[config.mk]
export PLATFORM = sky130hd
export DESIGN_NAME = uart_rx_frame
export DESIGN_NICKNAME = d
export VERILOG_FILES = /design/src/rtl/uart_rx_frame.sv
export SDC_FILE = /design/constraint.sdc
export NUM_CORES = 1
export LEC_CHECK = 0
export BUFFER_PORTS_ARGS = -buffer_cell sky130_fd_sc_hd__buf_2
export CAP_MARGIN = 20
export CORE_MARGIN = 2
export CORE_UTILIZATION = 50
export DETAILED_ROUTE_END_ITERATION = 6
export PLACE_DENSITY = 0.77
export SLEW_MARGIN = 20
export SYNTH_ARGS = -nofsm -noshare
export SYNTH_HDL_FRONTEND = slang
export SYNTH_SLANG_ARGS = --single-unit
[constraint.sdc]
create_clock -name clk -period 3.5 [get_ports clk]
set_input_delay 0.175 -clock clk [delete_from_list [all_inputs] [get_ports clk]]
set_output_delay 0.175 -clock clk [all_outputs]
set_load 0.005 [all_outputs]
[src/rtl/uart_rx_frame.sv]
// UART receive deframer: 2-flop synchronizer, start-edge detect, mid-bit
// sampling of start/8 data (LSB first)/even parity/stop, and a holding
// register with ready/error/overrun status that the core acknowledges.
module uart_rx_frame #(
  parameter int CLKS_PER_BIT = 434,
  parameter int HALF_BIT     = CLKS_PER_BIT / 2
) (
  input  logic       clk,
  input  logic       rst,
  input  logic       rx,
  input  logic       rx_clear,
  output logic [7:0] rx_data,
  output logic       rx_ready,
  output logic       parity_err,
  output logic       frame_err,
  output logic       overrun,
  output logic       rx_busy
);

  localparam int CNT_W = $clog2(CLKS_PER_BIT);
  localparam logic [CNT_W-1:0] CNT_LAST = CNT_W'(CLKS_PER_BIT - 1);
  localparam logic [CNT_W-1:0] CNT_HALF = CNT_W'(HALF_BIT - 1);

  typedef enum logic [2:0] {
    S_IDLE,
    S_START,
    S_DATA,
    S_PARITY,
    S_STOP,
    S_BREAK
  } state_t;

  state_t           state_reg, state_next;
  logic             sync1_reg, rx_s_reg, rx_d_reg;
  logic [CNT_W-1:0] cnt_reg;
  logic [2:0]       bit_idx_reg;
  logic [7:0]       shift_reg;
  logic             par_bit_reg;
  logic [7:0]       bit_en;

  logic [7:0]       rx_data_reg;
  logic             rx_ready_reg, parity_err_reg, frame_err_reg, overrun_reg;

  // decoded FSM strobes
  logic cnt_clear, data_sample, par_sample, commit;

  // Synchronizer flops reset high so a reset never looks like a start edge.
  always_ff @(posedge clk or negedge rst) begin
    if (!rst) begin
      sync1_reg <= 1'b1;
      rx_s_reg  <= 1'b1;
      rx_d_reg  <= 1'b1;
    end else begin
      sync1_reg <= rx;
      rx_s_reg  <= sync1_reg;
      rx_d_reg  <= rx_s_reg;
    end
  end

  // FSM state register.
  always_ff @(posedge clk or negedge rst) begin
    if (!rst) state_reg <= S_IDLE;
    else      state_reg <= state_next;
  end

  // Next-state and sample strobes; counter is cleared at every bit boundary.
  always_comb begin
    state_next  = state_reg;
    cnt_clear   = 1'b0;
    data_sample = 1'b0;
    par_sample  = 1'b0;
    commit      = 1'b0;
    case (state_reg)
      S_IDLE: begin
        cnt_clear = 1'b1;
        if (rx_d_reg && !rx_s_reg) state_next = S_START;
      end
      S_START: begin
        if (cnt_reg == CNT_HALF) begin
          cnt_clear  = 1'b1;
          state_next = rx_s_reg ? S_IDLE : S_DATA;
        end
      end
      S_DATA: begin
        if (cnt_reg == CNT_LAST) begin
          cnt_clear   = 1'b1;
          data_sample = 1'b1;
          if (bit_idx_reg == 3'd7) state_next = S_PARITY;
        end
      end
      S_PARITY: begin
        if (cnt_reg == CNT_LAST) begin
          cnt_clear  = 1'b1;
          par_sample = 1'b1;
          state_next = S_STOP;
        end
      end
      S_STOP: begin
        if (cnt_reg == CNT_LAST) begin
          cnt_clear  = 1'b1;
          commit     = 1'b1;
          state_next = rx_s_reg ? S_IDLE : S_BREAK;
        end
      end
      S_BREAK: begin
        cnt_clear = 1'b1;
        if (rx_s_reg) state_next = S_IDLE;
      end
      default: begin
        cnt_clear  = 1'b1;
        state_next = S_IDLE;
      end
    endcase
  end

  // Cycle counter within a bit and data bit index.
  always_ff @(posedge clk or negedge rst) begin
    if (!rst) begin
      cnt_reg     <= '0;
      bit_idx_reg <= 3'd0;
    end else begin
      cnt_reg <= cnt_clear ? '0 : cnt_reg + 1'b1;
      if (state_reg == S_IDLE) bit_idx_reg <= 3'd0;
      else if (data_sample)    bit_idx_reg <= bit_idx_reg + 3'd1;
    end
  end

  // One-hot write enable per data bit, selected by the bit index.
  genvar gi;
  generate
    for (gi = 0; gi < 8; gi++) begin : g_bit_en
      assign bit_en[gi] = data_sample && (bit_idx_reg == 3'(gi));
    end
  endgenerate

  // Data and parity capture at the mid-bit sample points.
  always_ff @(posedge clk or negedge rst) begin
    if (!rst) begin
      shift_reg   <= 8'h00;
      par_bit_reg <= 1'b0;
    end else begin
      shift_reg <= (shift_reg & ~bit_en) | ({8{rx_s_reg}} & bit_en);
      if (par_sample) par_bit_reg <= rx_s_reg;
    end
  end

  // Holding register: a commit beats a same-cycle acknowledge, and that
  // acknowledge consumes the old byte so overrun is not raised.
  always_ff @(posedge clk or negedge rst) begin
    if (!rst) begin
      rx_data_reg    <= 8'h00;
      rx_ready_reg   <= 1'b0;
      parity_err_reg <= 1'b0;
      frame_err_reg  <= 1'b0;
      overrun_reg    <= 1'b0;
    end else if (commit) begin
      rx_data_reg    <= shift_reg;
      parity_err_reg <= (^shift_reg) ^ par_bit_reg;
      frame_err_reg  <= ~rx_s_reg;
      overrun_reg    <= rx_clear ? 1'b0 : (overrun_reg | rx_ready_reg);
      rx_ready_reg   <= 1'b1;
    end else if (rx_clear) begin
      rx_ready_reg   <= 1'b0;
      parity_err_reg <= 1'b0;
      frame_err_reg  <= 1'b0;
      overrun_reg    <= 1'b0;
    end
  end

  assign rx_data    = rx_data_reg;
  assign rx_ready   = rx_ready_reg;
  assign parity_err = parity_err_reg;
  assign frame_err  = frame_err_reg;
  assign overrun    = overrun_reg;
  assign rx_busy    = (state_reg != S_IDLE);

endmodule

==> impl_metrics.ini, run 1 <==
[status]
status = finished, violations left
violations = negative hold slack

[logic_synthesis]
synthTopCellsByArea = dfrtp_1, mux2_2, ha_1, xnor2_1, dfstp_2
synth_nets = 186
yosysSeqAreaShare = 0.489
synth_cell_types = 40
yosys_warnings = 0
yosysTopAreaCell = dfrtp_1
ys_seq_elements = 39
synthCells = 173
syn_area_um2 = 2000
yosys.area.top_type_share = 0.450
synth.avg_cell_area_um2 = 11.6

[layout]
layout-drive-gt1-share = 0.266
num_antenna_cells = 0
final_cell_area_um2 = 2200
nets = 200
area_growth_pct = 9.75
mostFrequentLayoutCells = dfrtp_1, nor2_1, mux2_2, buf_2, nand3_1
layout_commonest_cell = dfrtp_1

[floorplan]
fp-row-count = 22
start_util = 0.535
die_w_um = 67.3
pin_count = 17
core_area_um2 = 3740
die_area_um2 = 4530
die_y_um = 67.3

[place]
port_buffers = 16
gp_congestion = 0.782
dpl_cell_area_um2 = 2070
hpwlAfterDp_um = 2680

[clock_tree]
cts.htree.levels = 2
holdBufCountCts = 1
path_clk_slew_ps = 80
cts-root-buf = clkbuf_8
cts_buffers = 5
cts_tree = yes
cts.path.max_buffers = 2
cts_sinks = 39
cts_setup_buffers = 0
cts_resized = 0
clk_latency_ps = 290

[min_path]
worst_hold_path_type = primary input to asynchronous set/reset pin

[timing]
rsz0062_at_grt = no
slew_headroom = 0.428
finalCritPeriodShare = 0.597
finalSetupViolCount = 0
fmax_mhz = 479
fin_tns_setup_ps = 0
whs_ps = -2.61
slew_violations = 0
hold_violations = 7
worst_pin_slew_ps = 857
min_period_ps = 2090
skew_ps = 10.9

[setup_path]
cp-end-kind = flop
cp_max_fo = 13
crit_type = flop to flop
worstPathRequired_ps = 3670
worstSetupStartpointType = flop
cp.arrival_ps = 2260

[power_and_ir_drop]
power_frac_seq = 0.458
p_leak_nw = 1.08
switchingPower_w = 0.000357
ir_worst_vdd_mv = 0.292
cellPowerDensity_nw_per_um2 = 536
power_w = 0.00118
p_sw_frac = 0.303
power_frac_clock = 0.314
combPwrFrac = 0.228
p_int_w = 0.000821

[routing]
drt-wirelength-per-cell_um = 15.6
vias_per_cell = 5.46
ant_nets = 0
dr.first_iter.drc_count = 118
vias = 1289
drc = 0
wl_um = 3680
firstDrtPassIters = 4

[grt]
track_usage = 0.190
antenna_found_initial = 0
grt_start_max_net_pins = 40
grt_pass1_vias = 1340
grt_pass1_wl_um = 6360
grt_overflow = 0

[flow_run]
max-cap-violations = 0
-- layout make-up --
type	count	area, um^2
tap	48	60.1
clock buffer	5	68.8
inverter	9	33.8
sequential	39	980
timing repair buffer	17	90.1
fill	313	1550
multi-input combinational	115	921
clock inverter	3	43.8
-- synth_stat cells --
cell	n
nor3b_1	1
nand4b_1	1
a22oi_1	1
o21ba_1	1
clkbuf_1	1
or3b_2	2
nand3b_1	3
nor2_1	20
nor4_4	1
o211a_1	1
or4b_4	1
a31oi_1	1
xor2_1	4
nand4_1	2
mux2_2	17
and4b_1	1
clkbuf_2	1
nand3_1	11
nor3_2	1
or3b_1	1
nand2_1	6
o21ai_0	4
dfrtp_1	36
buf_6	1
a21oi_1	1
xnor3_1	1
nand4bb_1	1
nor2b_1	1
mux2i_1	2
nor3_1	3
buf_2	2
and4bb_2	1
inv_1	9
buf_4	5
a41oi_1	1
dfstp_2	3
xnor2_1	10
mux2_1	4
ha_1	9
a211o_1	1
-- metal layers --
layer / global-route usage / vias up / routed length (um)
met1: 0.239 / 638 / 1620
met4: 0.0842 / 0 / 88
li1: - / 618 / -
met5: 0 / - / 0
met3: 0.0333 / 9 / 96
met2: 0.319 / 24 / 1870
-- power by group through the flow --
stage / clock [W] / combinational, W / sequential [W]
floorplan: 0 / 0.000272 / 0.000506
global placement: 0 / 0.000251 / 0.000542
detailed placement: 0 / 0.000269 / 0.000547
CTS: 0.000378 / 0.000272 / 0.000539
global route: 0.000395 / 0.000303 / 0.000547
finish: 0.000370 / 0.000268 / 0.000540
-- worst paths after layout --
kind                       cells after the start    endpoint  slack [ps]    startpoint
max reg2reg                                    3  rx_data[7]        1410  state_reg[2]
min in group clk                               2     overrun          70      rx_clear
min reg2reg                                    0    rx_s_reg         350     sync1_reg
max                                            3  rx_data[7]        1410  state_reg[2]
max in group asynchronous                      1  cnt_reg[1]        2970           rst
min                                            1  cnt_reg[3]          -3           rst
-- per-stage QoR --
| step | worst slack [ps] | std cells | utilization | hold WS (ps) |
|---|---|---|---|---|
| 5_1_grt | 1180 | 236 | 0.587 | 58.5 |
| 3_3_place_gp | 1500 | 227 | 0.554 | 282 |
| 4_1_cts | 1390 | 236 | 0.587 | 30.2 |
| 6_report | 1410 | 236 | 0.587 | -2.61 |
| 3_5_place_dp | 1400 | 227 | 0.554 | 282 |
| 2_1_floorplan | 1600 | 173 | - | -121 |
-- worst max-delay path, stage by stage (launching register included) --
cell and delay (ps):
dfrtp_1 510, nor3b_1 480, nand3_1 540, mux2_2 460
-- kinds of logic (layout without fill, tap and decap cells) --
family	after synthesis	in the layout	share of synthesized area
flops	39	39	0.489
fa+ha+maj	9	9	0.0563
xor+xnor	15	15	0.0725
compound gates	11	11	0.0381
simple gates	57	57	0.165
buf+inv	19	34	0.0506
mux	23	23	0.128
Power figures use the tool's default switching activity.
==> inputs of run 2 (changes only) <==
PLACE_DENSITY = 0.79   (was 0.77)
clock period = 1.9 ns   (was 3.5 ns; I/O delays follow)
==> impl_metrics.ini, run 2 (synthesis gave the netlist of run 1 again) <==
[status]
status = finished, violations left
violations = negative setup slack

[floorplan]
die_y_um = 67.3
pin_count = 17
die_w_um = 67.3
start_util = 0.535
die_area_um2 = 4530
fp-row-count = 22
core_area_um2 = 3740

[timing]
worst_pin_slew_ps = 869
rsz0062_at_grt = yes
fmax_mhz = 490
fin_tns_setup_ps = -459
skew_ps = 7.21
slew_headroom = 0.420
fin_ws_ps = -141
hold_violations = 0
slew_violations = 0
finalCritPeriodShare = 1.07
finalSetupViolCount = 4
min_period_ps = 2040

[clock_tree]
cts-root-buf = clkbuf_8
path_clk_slew_ps = 80
cts_buffers = 5
cts_sinks = 39
clk_latency_ps = 290
cts_tree = yes
cts.path.max_buffers = 2
cts.htree.levels = 2

[layout]
num_antenna_cells = 0
area_growth_pct = 19.8
nets = 216
mostFrequentLayoutCells = dfrtp_1, nor2_1, buf_2, buf_4, mux2_2
layout_commonest_cell = dfrtp_1
layout-drive-gt1-share = 0.397
fillers = 284

[setup_path]
worstSetupStartpointType = flop
critical_path.max_stage_delay_ps = 460
cp_max_fo = 3
cp_slowest_cell = or4b_4
cp.arrival_ps = 2230
cp_cell_sequence = inv_2 -> ha_4 -> or4b_4 -> o21ba_4 -> nor4_4 -> buf_4 -> mux2_4
worstPathRequired_ps = 2080
crit_type = flop to flop
cp-end-kind = flop

[routing]
drc = 0
drt-wirelength-per-cell_um = 16.7
dr.first_iter.drc_count = 151
firstDrtPassIters = 4
wl_um = 4210
ant_nets = 0
vias = 1393
vias_per_cell = 5.53

[place]
hpwlAfterDp_um = 2890
port_buffers = 16
gp_congestion = 0.824

[power_and_ir_drop]
power_w = 0.00230
p_leak_nw = 1.17
ir_worst_vdd_mv = 0.503
cellPowerDensity_nw_per_um2 = 960

[grt]
grt_start_max_net_pins = 40
grt_pass1_vias = 1423
grt_pass1_wl_um = 6530
track_usage = 0.203
antenna_found_initial = 0
grt_overflow = 0

[flow_run]
max-cap-violations = 0

[min_path]
worst_hold_path_type = flop to flop
run 2: routing by layer:
| metal | vias up | share of wire | global-route usage |
|---|---|---|---|
| met5 | - | 0 | 0 |
| met4 | 0 | 0.021 | 0.107 |
| met3 | 9 | 0.037 | 0.0567 |
| met2 | 36 | 0.54 | 0.351 |
| met1 | 703 | 0.40 | 0.225 |
| li1 | 645 | - | - |
run 2: critical path: cells and delay by family, from the launching register on:
kind | cells | cell delay (ps)
AO/OA/AOI/OAI | 1 | 210
adder cells (fa/ha/maj) | 1 | 110
buffers and inverters | 2 | 260
flip-flops | 1 | 390
multiplexers | 1 | 300
AND/OR/NAND/NOR | 2 | 660
run 2: layout make-up:
class                   count  area (um^2)  area share
multi-input cells         115         1010       0.422
flip-flops and latches     39          980       0.409
repair buffers             33          223      0.0929
clock buffers               5         68.8      0.0287
well taps                  48         60.1      0.0251
inverters                   9         33.8      0.0141
clock inverters             3         20.0     0.00835
run 2: path summary, 6_finish.rpt:
kind	from	endpoint	slack, ps	depth (start not counted)
max	cnt_reg[1]	state_reg[0]	-140	7
min in group asynchronous	rst	par_bit_reg	460	2
min reg2reg	sync1_reg	rx_s_reg	360	0
max reg2reg	cnt_reg[1]	state_reg[0]	-140	7
min	sync1_reg	rx_s_reg	360	0
max in group asynchronous	rst	asynchronous set/reset pin	900	2
run 2: where the power goes:
| group | switching (W) | total, W | internal [W] |
|---|---|---|---|
| logic | 0.000362 | 0.000772 | 0.000410 |
| clock network | 0.000297 | 0.000553 | 0.000255 |
| registers | 0.0000854 | 0.000977 | 0.000891 |
run 2: repair_timing:
| item | in CTS | in global routing |
|---|---|---|
| pin swaps | 0 | 5 |
| cloned | 0 | 0 |
| gates resized for setup | 0 | 28 |
| hold buffers | 3 | 0 |
| hold endpoints to repair | 38 | 0 |
| setup endpoints to repair | 3 | 21 |
| setup buffers | 0 | 2 |
run 2: per-stage QoR:
stage | instances | util | hold WS, ps | area, um^2 | setup slack, ps
floorplan | 173 | - | -201 | 2000 | 4.37
global placement | 239 | 0.578 | 203 | 2160 | -3.47
detailed placement | 239 | 0.578 | 203 | 2160 | -79.8
CTS | 250 | 0.610 | 358 | 2280 | -90.1
global route | 252 | 0.640 | 366 | 2400 | -194
finish | 252 | 0.640 | 358 | 2400 | -141
